<file path="config.mk">
export PLATFORM = sky130hd
export DESIGN_NAME = branch_pred_ctrl
export DESIGN_NICKNAME = d
export VERILOG_FILES = /design/src/rtl/bp_pkg.sv /design/src/rtl/btb_array.sv /design/src/rtl/branch_pred_ctrl.sv
export SDC_FILE = /design/constraint.sdc
export NUM_CORES = 2
export LEC_CHECK = 0
export CORE_MARGIN = 2
export CORE_UTILIZATION = 50
export CTS_CLUSTER_SIZE = 30
export DETAILED_ROUTE_END_ITERATION = 10
export HOLD_SLACK_MARGIN = 0.1
export PLACE_DENSITY = 0.7
export SLEW_MARGIN = 0
export SYNTH_ARGS = -nofsm -noshare
export SYNTH_HDL_FRONTEND = slang
export SYNTH_SLANG_ARGS = --single-unit
</file>
<file path="constraint.sdc">
create_clock -name clk -period 5 [get_ports clk]
set_input_delay 1 -clock clk [delete_from_list [all_inputs] [get_ports clk]]
set_output_delay 1 -clock clk [all_outputs]
set_load 0.02 [all_outputs]
</file>
<file path="src/rtl/bp_pkg.sv">
// Shared types for the branch predictor: counter encoding, BTB entry layout,
// training opcodes and saturating counter helpers.
package bp_pkg;

    localparam int unsigned BP_XLEN        = 32;
    localparam int unsigned BP_BTB_ENTRIES = 16;
    localparam int unsigned BP_IDX_W       = $clog2(BP_BTB_ENTRIES);
    localparam int unsigned BP_TAG_W       = BP_XLEN - BP_IDX_W - 2;

    typedef enum logic [1:0] {
        CTR_SNT = 2'b00,
        CTR_WNT = 2'b01,
        CTR_WT  = 2'b10,
        CTR_ST  = 2'b11
    } bp_ctr_t;

    typedef enum logic [1:0] {
        TRAIN_TAKEN     = 2'd0,
        TRAIN_NOT_TAKEN = 2'd1,
        TRAIN_INVAL     = 2'd2
    } train_op_e;

    typedef struct packed {
        logic                valid;
        logic [BP_TAG_W-1:0] tag;
        logic [BP_XLEN-1:0]  target;
        bp_ctr_t             ctr;
    } btb_entry_t;

    function automatic bp_ctr_t sat_inc(input bp_ctr_t c);
        return (c == CTR_ST) ? CTR_ST : bp_ctr_t'(2'(c) + 2'd1);
    endfunction

    function automatic bp_ctr_t sat_dec(input bp_ctr_t c);
        return (c == CTR_SNT) ? CTR_SNT : bp_ctr_t'(2'(c) - 2'd1);
    endfunction

endpackage

</file>
<file path="src/rtl/btb_array.sv">
// Direct-mapped BTB storage.
//   rd_pc / rd_hit_c / rd_ctr_c / rd_target_c : async lookup port
//   wr_en / wr_op / wr_pc / wr_target         : training port, applied at the edge;
//                                               hit for the training PC is resolved here
//   inval_all                                 : clears every valid bit, beats training
module btb_array
    import bp_pkg::*;
#(
    parameter int unsigned XLEN        = BP_XLEN,
    parameter int unsigned BTB_ENTRIES = BP_BTB_ENTRIES,
    parameter int unsigned IDX_W       = $clog2(BTB_ENTRIES)
) (
    input  logic            clk,
    input  logic            rst_n,
    input  logic [XLEN-1:0] rd_pc,
    output logic            rd_hit_c,
    output bp_ctr_t         rd_ctr_c,
    output logic [XLEN-1:0] rd_target_c,
    input  logic            wr_en,
    input  train_op_e       wr_op,
    input  logic [XLEN-1:0] wr_pc,
    input  logic [XLEN-1:0] wr_target,
    input  logic            inval_all
);

    btb_entry_t       entries_q [BTB_ENTRIES];
    btb_entry_t       entries_d [BTB_ENTRIES];
    logic [IDX_W-1:0] rd_idx;
    logic [IDX_W-1:0] wr_idx;
    btb_entry_t       rd_e;
    btb_entry_t       wr_e;
    logic             wr_hit;

    function automatic logic [BP_TAG_W-1:0] tag_of(input logic [XLEN-1:0] pc);
        return BP_TAG_W'(pc >> (IDX_W + 2));
    endfunction

    // Lookup: sees the pre-update entry, no write bypass.
    always_comb begin
        rd_idx      = rd_pc[IDX_W+1:2];
        rd_e        = entries_q[rd_idx];
        rd_hit_c    = rd_e.valid && (rd_e.tag == tag_of(rd_pc));
        rd_ctr_c    = rd_e.ctr;
        rd_target_c = XLEN'(rd_e.target);
    end

    // Next-state of the array: bulk invalidate first, otherwise one training write.
    always_comb begin
        entries_d = entries_q;
        wr_idx    = wr_pc[IDX_W+1:2];
        wr_e      = entries_q[wr_idx];
        wr_hit    = wr_e.valid && (wr_e.tag == tag_of(wr_pc));
        if (inval_all) begin
            for (int i = 0; i < int'(BTB_ENTRIES); i++) begin
                entries_d[i].valid = 1'b0;
            end
        end else if (wr_en) begin
            case (wr_op)
                TRAIN_TAKEN: begin
                    entries_d[wr_idx].valid  = 1'b1;
                    entries_d[wr_idx].tag    = tag_of(wr_pc);
                    entries_d[wr_idx].target = BP_XLEN'(wr_target);
                    entries_d[wr_idx].ctr    = wr_hit ? sat_inc(wr_e.ctr) : CTR_WT;
                end
                TRAIN_NOT_TAKEN: begin
                    if (wr_hit) entries_d[wr_idx].ctr = sat_dec(wr_e.ctr);
                end
                TRAIN_INVAL: begin
                    if (wr_hit) entries_d[wr_idx].valid = 1'b0;
                end
                default: ;
            endcase
        end
    end

    always_ff @(posedge clk or negedge rst_n) begin
        if (!rst_n) begin
            for (int i = 0; i < int'(BTB_ENTRIES); i++) begin
                entries_q[i] <= '{valid: 1'b0, tag: '0, target: '0, ctr: CTR_WNT};
            end
        end else begin
            entries_q <= entries_d;
        end
    end

endmodule

</file>
<file path="src/rtl/branch_pred_ctrl.sv">
// Branch predictor and mispredict-recovery controller.
//   IF side : if_pc -> pred_taken / pred_target (combinational BTB lookup)
//   EX side : ex_* resolved outcome vs. piped prediction -> redirect, redirect_pc,
//             flush_if_id, flush_id_ex (same cycle); trains the BTB at the edge
//   btb_flush : invalidates the whole BTB (fence.i)
//   Optional BRANCH_PRED_STATS_EN adds stat_branches / stat_mispred counters.
module branch_pred_ctrl
    import bp_pkg::*;
#(
    parameter int unsigned XLEN        = BP_XLEN,
    parameter int unsigned BTB_ENTRIES = BP_BTB_ENTRIES,
    parameter int unsigned IDX_W       = $clog2(BTB_ENTRIES)
) (
    input  logic            clk,
    input  logic            rst_n,
    input  logic [XLEN-1:0] if_pc,
    output logic            pred_taken,
    output logic [XLEN-1:0] pred_target,
    input  logic            ex_valid,
    input  logic            ex_stall,
    input  logic [XLEN-1:0] ex_pc,
    input  logic            ex_is_branch,
    input  logic            ex_taken,
    input  logic [XLEN-1:0] ex_actual_pc,
    input  logic            ex_pred_taken,
    input  logic [XLEN-1:0] ex_pred_target,
    input  logic            btb_flush,
    output logic            redirect,
    output logic [XLEN-1:0] redirect_pc,
    output logic            flush_if_id,
    output logic            flush_id_ex
`ifdef BRANCH_PRED_STATS_EN
    ,
    output logic [31:0]     stat_branches,
    output logic [31:0]     stat_mispred
`endif
);

    logic            lk_hit;
    bp_ctr_t         lk_ctr;
    logic [XLEN-1:0] lk_target;
    logic            act;
    logic            mispred;
    train_op_e       train_op;

    btb_array #(
        .XLEN        (XLEN),
        .BTB_ENTRIES (BTB_ENTRIES),
        .IDX_W       (IDX_W)
    ) u_btb (
        .clk         (clk),
        .rst_n       (rst_n),
        .rd_pc       (if_pc),
        .rd_hit_c    (lk_hit),
        .rd_ctr_c    (lk_ctr),
        .rd_target_c (lk_target),
        .wr_en       (act),
        .wr_op       (train_op),
        .wr_pc       (ex_pc),
        .wr_target   (ex_actual_pc),
        .inval_all   (btb_flush)
    );

    // Fetch prediction.
    always_comb begin
        pred_taken  = lk_hit && ((lk_ctr == CTR_WT) || (lk_ctr == CTR_ST));
        pred_target = pred_taken ? lk_target : (if_pc + XLEN'(4));
    end

    // Resolve; rst_n gates act so a pending redirect drops the moment reset asserts.
    always_comb begin
        act     = rst_n && ex_valid && !ex_stall;
        mispred = act && ((ex_is_branch && (ex_taken != ex_pred_taken))
                       || (ex_is_branch && ex_taken && (ex_actual_pc != ex_pred_target))
                       || (!ex_is_branch && ex_pred_taken));
        redirect    = mispred;
        flush_if_id = mispred;
        flush_id_ex = mispred;
        redirect_pc = ex_is_branch ? ex_actual_pc : (ex_pc + XLEN'(4));
        train_op    = TRAIN_INVAL;
        if (ex_is_branch) train_op = ex_taken ? TRAIN_TAKEN : TRAIN_NOT_TAKEN;
    end

`ifdef BRANCH_PRED_STATS_EN
    logic [31:0] stat_branches_q, stat_branches_d;
    logic [31:0] stat_mispred_q,  stat_mispred_d;

    // Event counters; wrap naturally, untouched by btb_flush.
    always_comb begin
        stat_branches_d = stat_branches_q;
        stat_mispred_d  = stat_mispred_q;
        if (act && ex_is_branch) stat_branches_d = stat_branches_q + 32'd1;
        if (mispred)             stat_mispred_d  = stat_mispred_q + 32'd1;
    end

    always_ff @(posedge clk or negedge rst_n) begin
        if (!rst_n) begin
            stat_branches_q <= '0;
            stat_mispred_q  <= '0;
        end else begin
            stat_branches_q <= stat_branches_d;
            stat_mispred_q  <= stat_mispred_d;
        end
    end

    assign stat_branches = stat_branches_q;
    assign stat_mispred  = stat_mispred_q;
`endif

endmodule

</file>
=== Yosys cells after proc, flatten, opt, wreduce, memory -nomap -nowiden ===
Index checks and enable logic that the tools add are counted.
Widths: inputs -> output; s select.

* $add $sub $neg: 4
* $lt $le $gt $ge: 3
* Equality and inequality tests: 13
* Muxes and demuxes: 47
* Bitwise operators: 3
* Reduce and logical (&&, ||, !) cells: 23

{| class="wikitable"
|+ Operators by type and width
! cell !! count
|-
| $bwmux 976 || 6
|-
| $mux 976 || 3
|-
| $pmux 976 s3 || 1
|-
| $demux 61 s4 || 4
|-
| $bmux 61 s4 || 2
|-
| $mux 61 || 5
|-
| $add 32x3->32 const B || 2
|-
| $mux 32 || 2
|-
| $mux 60 || 1
|-
| $eq 26x26->1 || 2
|-
| $mux 34 || 1
|-
| $ne 32x32->1 || 1
|-
| $mux 1 || 17
|-
| $logic_and 1x1->1 || 11
|-
| $ge 5x5->1 const B || 2
|-
| $mux 2 || 5
|-
| $not 4->5 || 2
|-
| $eq 2x2->1 const B || 4
|-
| $ne 3x2->1 const B || 2
|-
| $lt 5x1->1 const B || 1
|-
| $reduce_and 5->1 || 1
|-
| $logic_not 2->1 || 2
|-
| $ne 2x1->1 const B || 2
|-
| $reduce_and 4->1 || 1
|-
| 10 further kinds || 13
|}

* Register bits: 976
* Logic and storage cells: 157

=== Logic depth before layout (Yosys ltp) ===
* Depth after elaboration: 12
* Gate-level depth with buffers: 16
* Gate-level depth less buffers: 9

=== By module ===
From an unflattened synthesis, not the netlist that was laid out.

* Cells, all modules: 3,843
* Area total of the unflattened synthesis: 50,467.2 um^2

{| class="wikitable"
|+ By module, submodules not included
! module !! times used !! cells an instance !! area an instance (um^2)
|-
| btb_array || 1 || 3,484 || 48,226.3
|-
| branch_pred_ctrl || 1 || 359 || 2,240.9
|}

=== Worst setup path after synthesis ===
No wires, ideal clock.

* Kind: input-to-output
* From: input if_pc[2]
* To: output pred_taken
* Arrival time: 4,372 ps
* Data required time: 4,000 ps
* Slack: -372 ps
* Stages on the path: 10
* Path buffers: 4
* Cells stage by stage: buf_2 -> buf_6 -> buf_2 -> buf_2 -> mux4_2 -> mux4_2 -> xnor2_1 -> nand2_1 -> or3b_2 -> nor4_1

* Word-level cells in the longest chain between the ends: 7
* Elaborated cells between the ends (all ways): 10
* Those cells by class: 3 x eq/ne; 3 x mux; 1 x bitwise; 3 x reduce/logical

{| class="wikitable"
|+ RTL lines
! what !! line !! source
|-
| from (decl) || branch_pred_ctrl.sv:16 || <nowiki>input logic [XLEN-1:0] if_pc,</nowiki>
|-
| $not 4->5 (implied by the code) (*) || btb_array.sv:41 || <nowiki>rd_e = entries_q[rd_idx];</nowiki>
|-
| $bmux 61 s4 (*) || btb_array.sv:41 ||
|-
| $mux 61 (implied by the code) (*) (2 in series) || btb_array.sv:41 ||
|-
| $eq 26x26->1 or $eq 2x2->1 (tied branches) || btb_array.sv:42, branch_pred_ctrl.sv:66 ||
|-
| $logic_and 1x1->1 or $logic_or 1x1->1 (tied branches) || btb_array.sv:42, branch_pred_ctrl.sv:66 ||
|-
| $logic_and 1x1->1 (*) || branch_pred_ctrl.sv:66 || <nowiki>pred_taken = lk_hit && ((lk_ctr == CTR_WT) || (lk_ctr == CTR_ST));</nowiki>
|-
| to (decl) || branch_pred_ctrl.sv:17 || <nowiki>output logic pred_taken,</nowiki>
|}

Mark *: on every way between the ends. The rest lies on a longest branch, timed or not. The select of a mux whose other input is x is not followed.

=== Worst setup path in the final report ===
* From: input if_pc[2]
* To: output pred_target[1]

* Word-level cells in the longest chain between the ends: 8
* Elaborated cells between the ends (all ways): 11
* Those cells by class: 3 x eq/ne; 4 x mux; 1 x bitwise; 3 x reduce/logical

{| class="wikitable"
|+ RTL lines
! what !! line !! source
|-
| $not 4->5 (implied by the code) (*) || btb_array.sv:41 ||
|-
| $bmux 61 s4 (*) || btb_array.sv:41 ||
|-
| $mux 61 (implied by the code) (*) (2 in series) || btb_array.sv:41 ||
|-
| $eq 26x26->1 or $eq 2x2->1 (tied branches) || btb_array.sv:42, branch_pred_ctrl.sv:66 ||
|-
| $logic_and 1x1->1 or $logic_or 1x1->1 (tied branches) || btb_array.sv:42, branch_pred_ctrl.sv:66 ||
|-
| $logic_and 1x1->1 || branch_pred_ctrl.sv:66 ||
|-
| $mux 32 (*) || branch_pred_ctrl.sv:67 || <nowiki>pred_target = pred_taken ? lk_target : (if_pc + XLEN'(4));</nowiki>
|-
| to (decl) || branch_pred_ctrl.sv:18 || <nowiki>output logic [XLEN-1:0] pred_target,</nowiki>
|}

Marks and branches as above.

==> key figures <==
Outcome
  – Status: complete, but fails checks
  – Violated checks: negative setup slack

Clocking
  – Clk root buf: clkbuf_16
  – Max H-tree Level: 3
  – Skew-Pair Late Insertion Delay: 0.72 ns
  – Clock-pin slew on the worst setup and hold paths: 0.06 ns
  – Clock buffer depth: 3
  – CTS tree: yes
  – CTS buffer count: 101
  – TritonCTS Sinks: 976

Finish
  – Fill cells: 7850
  – Synth-to-layout area growth: 18.4%
  – Final core utilization: 59.7%
  – Number of flip-flops in the largest register: 976
  – Nets: 4024
  – Share of cells above drive strength 1: between 40% and 50%
  – Biggest register: u_btb.entries_q
  – Biggest regs: u_btb.entries_q (976)
  – Design area: between 60000 and 70000 sq um

Timing
  – Final period util: 107%
  – Unrepaired setup endpoints after global routing: true
  – Final min period: 5.35 ns
  – F_max: 187 MHz
  – Post-route setup slack: -0.350 ns
  – Endpoints failing hold: 0
  – Setup TNS: -10.47 ns
  – Setup violations, final: 33
  – Max_slew headroom: between 20% and 30%
  – Tightest Pin Transition: 1.15 ns
  – Worst Hold Slack: 0.501 ns
  – Clock Skew: 0.0442 ns
  – Fin. max-slew vios: 0

Floorplanning
  – Core area: 102000 sq um
  – Die Wd: between 300 and 400 um
  – Ports: roughly 200
  – Die Span Y: roughly 320 um
  – Row count: ~120
  – Starting Density: 50.5%
  – DIE AREA: 105000 sq um

Synthesis
  – Mapped cell area: 51300 sq um
  – Syn avg cell area: 14.2 sq um
  – Synth cell types: 52
  – Seq cells post-synth: 976
  – Sequential area share after synthesis: 47.6%
  – Async SR Flop Fraction: 100%
  – Post-synth EDFFs: 0
  – Syn_nets: ~3800
  – Ys Warns: 0
  – Synth Flop Type: dfrtp_1
  – Cells after Synth: 3618

Detailed routing
  – WL per Instance: 30.6 um
  – DRT iter0 DRCs: 3561
  – Vias per Instance: 6.48
  – ANT nets after route: 0
  – Drt pass-1 iters: 6
  – # DRC: 0
  – Drt total wl: 164000 um
  – DR vias: ~35000

Critical path
  – Worst EP arrival: 4.35 ns
  – WP data required: 4.00 ns
  – Critical Path Start Type: input port
  – Critical setup path kind: in2out
  – CP Capture Type: output pin
  – Max FO, Critical Path: 8

Place
  – Global placement routability congestion: 0.944
  – Post-DP Area: approximately 57000 sq um
  – Port bufs: 203
  – Placement Setup Slack: -0.938 ns
  – Hpwl dp: 104000 um

Global route
  – Tot GR Track Use: 31.1%
  – Initial antenna violation count: 5
  – GRT Residual Overflow: 0
  – M2 GR Usage: 46.6%
  – GR Util met1: 44.2%
  – Met3 Track Usage GR: 7.21%
  – First-pass GRT wire length: 243000 um
  – Vias in the first global route: 35200
  – Largest net degree at the start of global routing: around 180
  – GRT Max-Usage Layer: met2

Job
  – Max_cap viols: 0

Min path
  – Min-delay worst type: reg2reg

Pwr
  – Power Density: 301 nW/um^2
  – Leakage: 27.9 nW
  – Peak supply drop: about 340 uV
what timing repair did:
action                                  4_1_cts  5_1_grt
hold endpoints to repair                      0        0
buffers inserted                              8        8
endpoints found under the setup margin       48       44
gates cloned                                  8        0
gates resized for setup                     234       26
pin swaps                                     9       11
hold buffers                                  0        0
metal layers:
metal,share of wire (%),vias up
met1,42,18500
li1,-,14100
met4,4.3,4
met2,45,1650
met3,9.0,347
met5,0.015,-
cells by family (layout without fill, tap and decap cells):
kind of cell | count (synthesis) | after routing | synth area share, %
compound gates | 274 | 274 | 3.48
other cells | 0 | 1 | 0
mux | 1444 | 1444 | 39.3
fa+ha+maj | 6 | 6 | 0.146
flops | 976 | 976 | 47.6
buf+inv | 382 | 733 | 3.15
simple gates | 371 | 371 | 3.46
xor+xnor | 165 | 165 | 2.82
cells in the final DEF (no fill, tap or decap), types with 8 or more instances in the layout:
cell type,count
a2111oi_0,18
a211oi_1,34
a21oi_1,59
a221oi_1,9
a22o_1,8
a22oi_1,31
a31o_2,15
and2_1,16
and3_1,21
buf_12,45
buf_4,274
buf_6,39
bufinv_16,8
clkbuf_1,15
clkbuf_16,103
clkbuf_8,24
clkdlybuf4s50_1,149
clkinv_2,23
clkinvlp_4,9
dfrtp_1,960
dfstp_2,16
mux2_2,930
mux2_4,31
mux2i_1,119
mux4_2,362
nand2_1,122
nand3_1,47
nand4_1,17
nor2_1,71
nor2_4,17
nor2b_1,16
nor3_1,8
nor4_1,13
o21ai_0,68
xnor2_1,70
xor2_1,87
worst max-delay path, stage by stage:
cell	delay, ns
buf_16	0.13
mux4_2	0.52
mux4_2	0.54
xor2_4	0.20
or4_4	0.57
nor2_4	0.09
nand4_1	0.15
nor4_4	0.25
buf_6	0.21
buf_12	0.19
mux2_4	0.32
buf_6	0.13
power breakdown:
part,switching (W),internal (W)
Clock,0.00341,0.00459
Combinational,0.00111,0.000898
Sequential,0.000150,0.00812
final cells by class:
cell class	count	area (sq um)	share of cell area, %
Sequential cell	976	24400	40.2
Antenna cell	1	2.50	0.00412
Clock buffer	142	2960	4.88
Inverter	9	33.8	0.0556
Clock inverter	48	579	0.953
Tap cell	1368	1710	2.82
Timing Repair Buffer	534	5330	8.78
Multi-Input combinational cell	2260	25700	42.3
cell usage after synthesis (2+ instances only):
cell type | instances | share of area [%]
mux2_2 | 932 | 20
o22ai_1 | 3 | 0.037
nor4_1 | 15 | 0.18
a311oi_1 | 2 | 0.034
clkbuf_1 | 250 | 1.8
a2111oi_0 | 18 | 0.31
inv_1 | 6 | 0.044
o21ai_0 | 71 | 0.69
o41ai_1 | 2 | 0.034
nor4_4 | 2 | 0.083
o2111ai_1 | 2 | 0.034
o211ai_1 | 4 | 0.059
clkinv_1 | 2 | 0.015
xor2_1 | 90 | 1.5
nand3_1 | 50 | 0.49
dfstp_2 | 16 | 0.82
or4_1 | 2 | 0.029
a22o_1 | 8 | 0.14
dfrtp_1 | 960 | 47
mux4_2 | 362 | 16
a221oi_1 | 9 | 0.15
and3_1 | 21 | 0.26
mux2_1 | 29 | 0.64
a31oi_1 | 3 | 0.037
buf_4 | 11 | 0.16
nor3_1 | 8 | 0.078
a22oi_1 | 31 | 0.45
xnor2_1 | 75 | 1.3
a31o_2 | 15 | 0.26
mux2i_1 | 121 | 2.4
a211oi_1 | 37 | 0.54
and4_1 | 6 | 0.10
buf_1 | 29 | 0.21
a32oi_1 | 4 | 0.068
nand2_1 | 122 | 0.89
nor2b_1 | 16 | 0.20
ha_1 | 6 | 0.15
buf_2 | 77 | 0.75
buf_6 | 6 | 0.13
o21ai_1 | 2 | 0.020
nand4_1 | 17 | 0.21
and2_1 | 16 | 0.20
nor2_1 | 90 | 0.66
a21oi_1 | 62 | 0.60
per-stage QoR:
step / total power (W) / cells
2_1_floorplan: 0.00938 / 3618
3_3_place_gp: 0.0103 / 5126
3_5_place_dp: 0.0103 / 5126
4_1_cts: 0.0183 / 5332
5_1_grt: 0.0188 / 5337
6_report: 0.0183 / 5338
final timing paths:
| path | start | endpoint | slack [ns] | depth (start not counted) |
|---|---|---|---|---|
| hold / removal | u_btb.entries_q[5]$_DFFE_PN0P_ | u_btb.entries_q[5]$_DFFE_PN0P_ | 0.50 | 1 |
| setup / recovery | if_pc[2] | pred_target[1] | -0.35 | 12 |
| hold reg to reg | u_btb.entries_q[5]$_DFFE_PN0P_ | u_btb.entries_q[5]$_DFFE_PN0P_ | 0.50 | 1 |
| max in group asynchronous | rst_n | u_btb.entries_q[170]$_DFFE_PN0P_ | 2.53 | 4 |
| setup reg to reg | u_btb.entries_q[96]$_DFFE_PN0P_ | u_btb.entries_q[0]$_DFFE_PN1P_ | 1.52 | 12 |
| min in group asynchronous | rst_n | u_btb.entries_q[229]$_DFFE_PN0P_ | 0.52 | 2 |
Power figures use the tool's default switching activity.
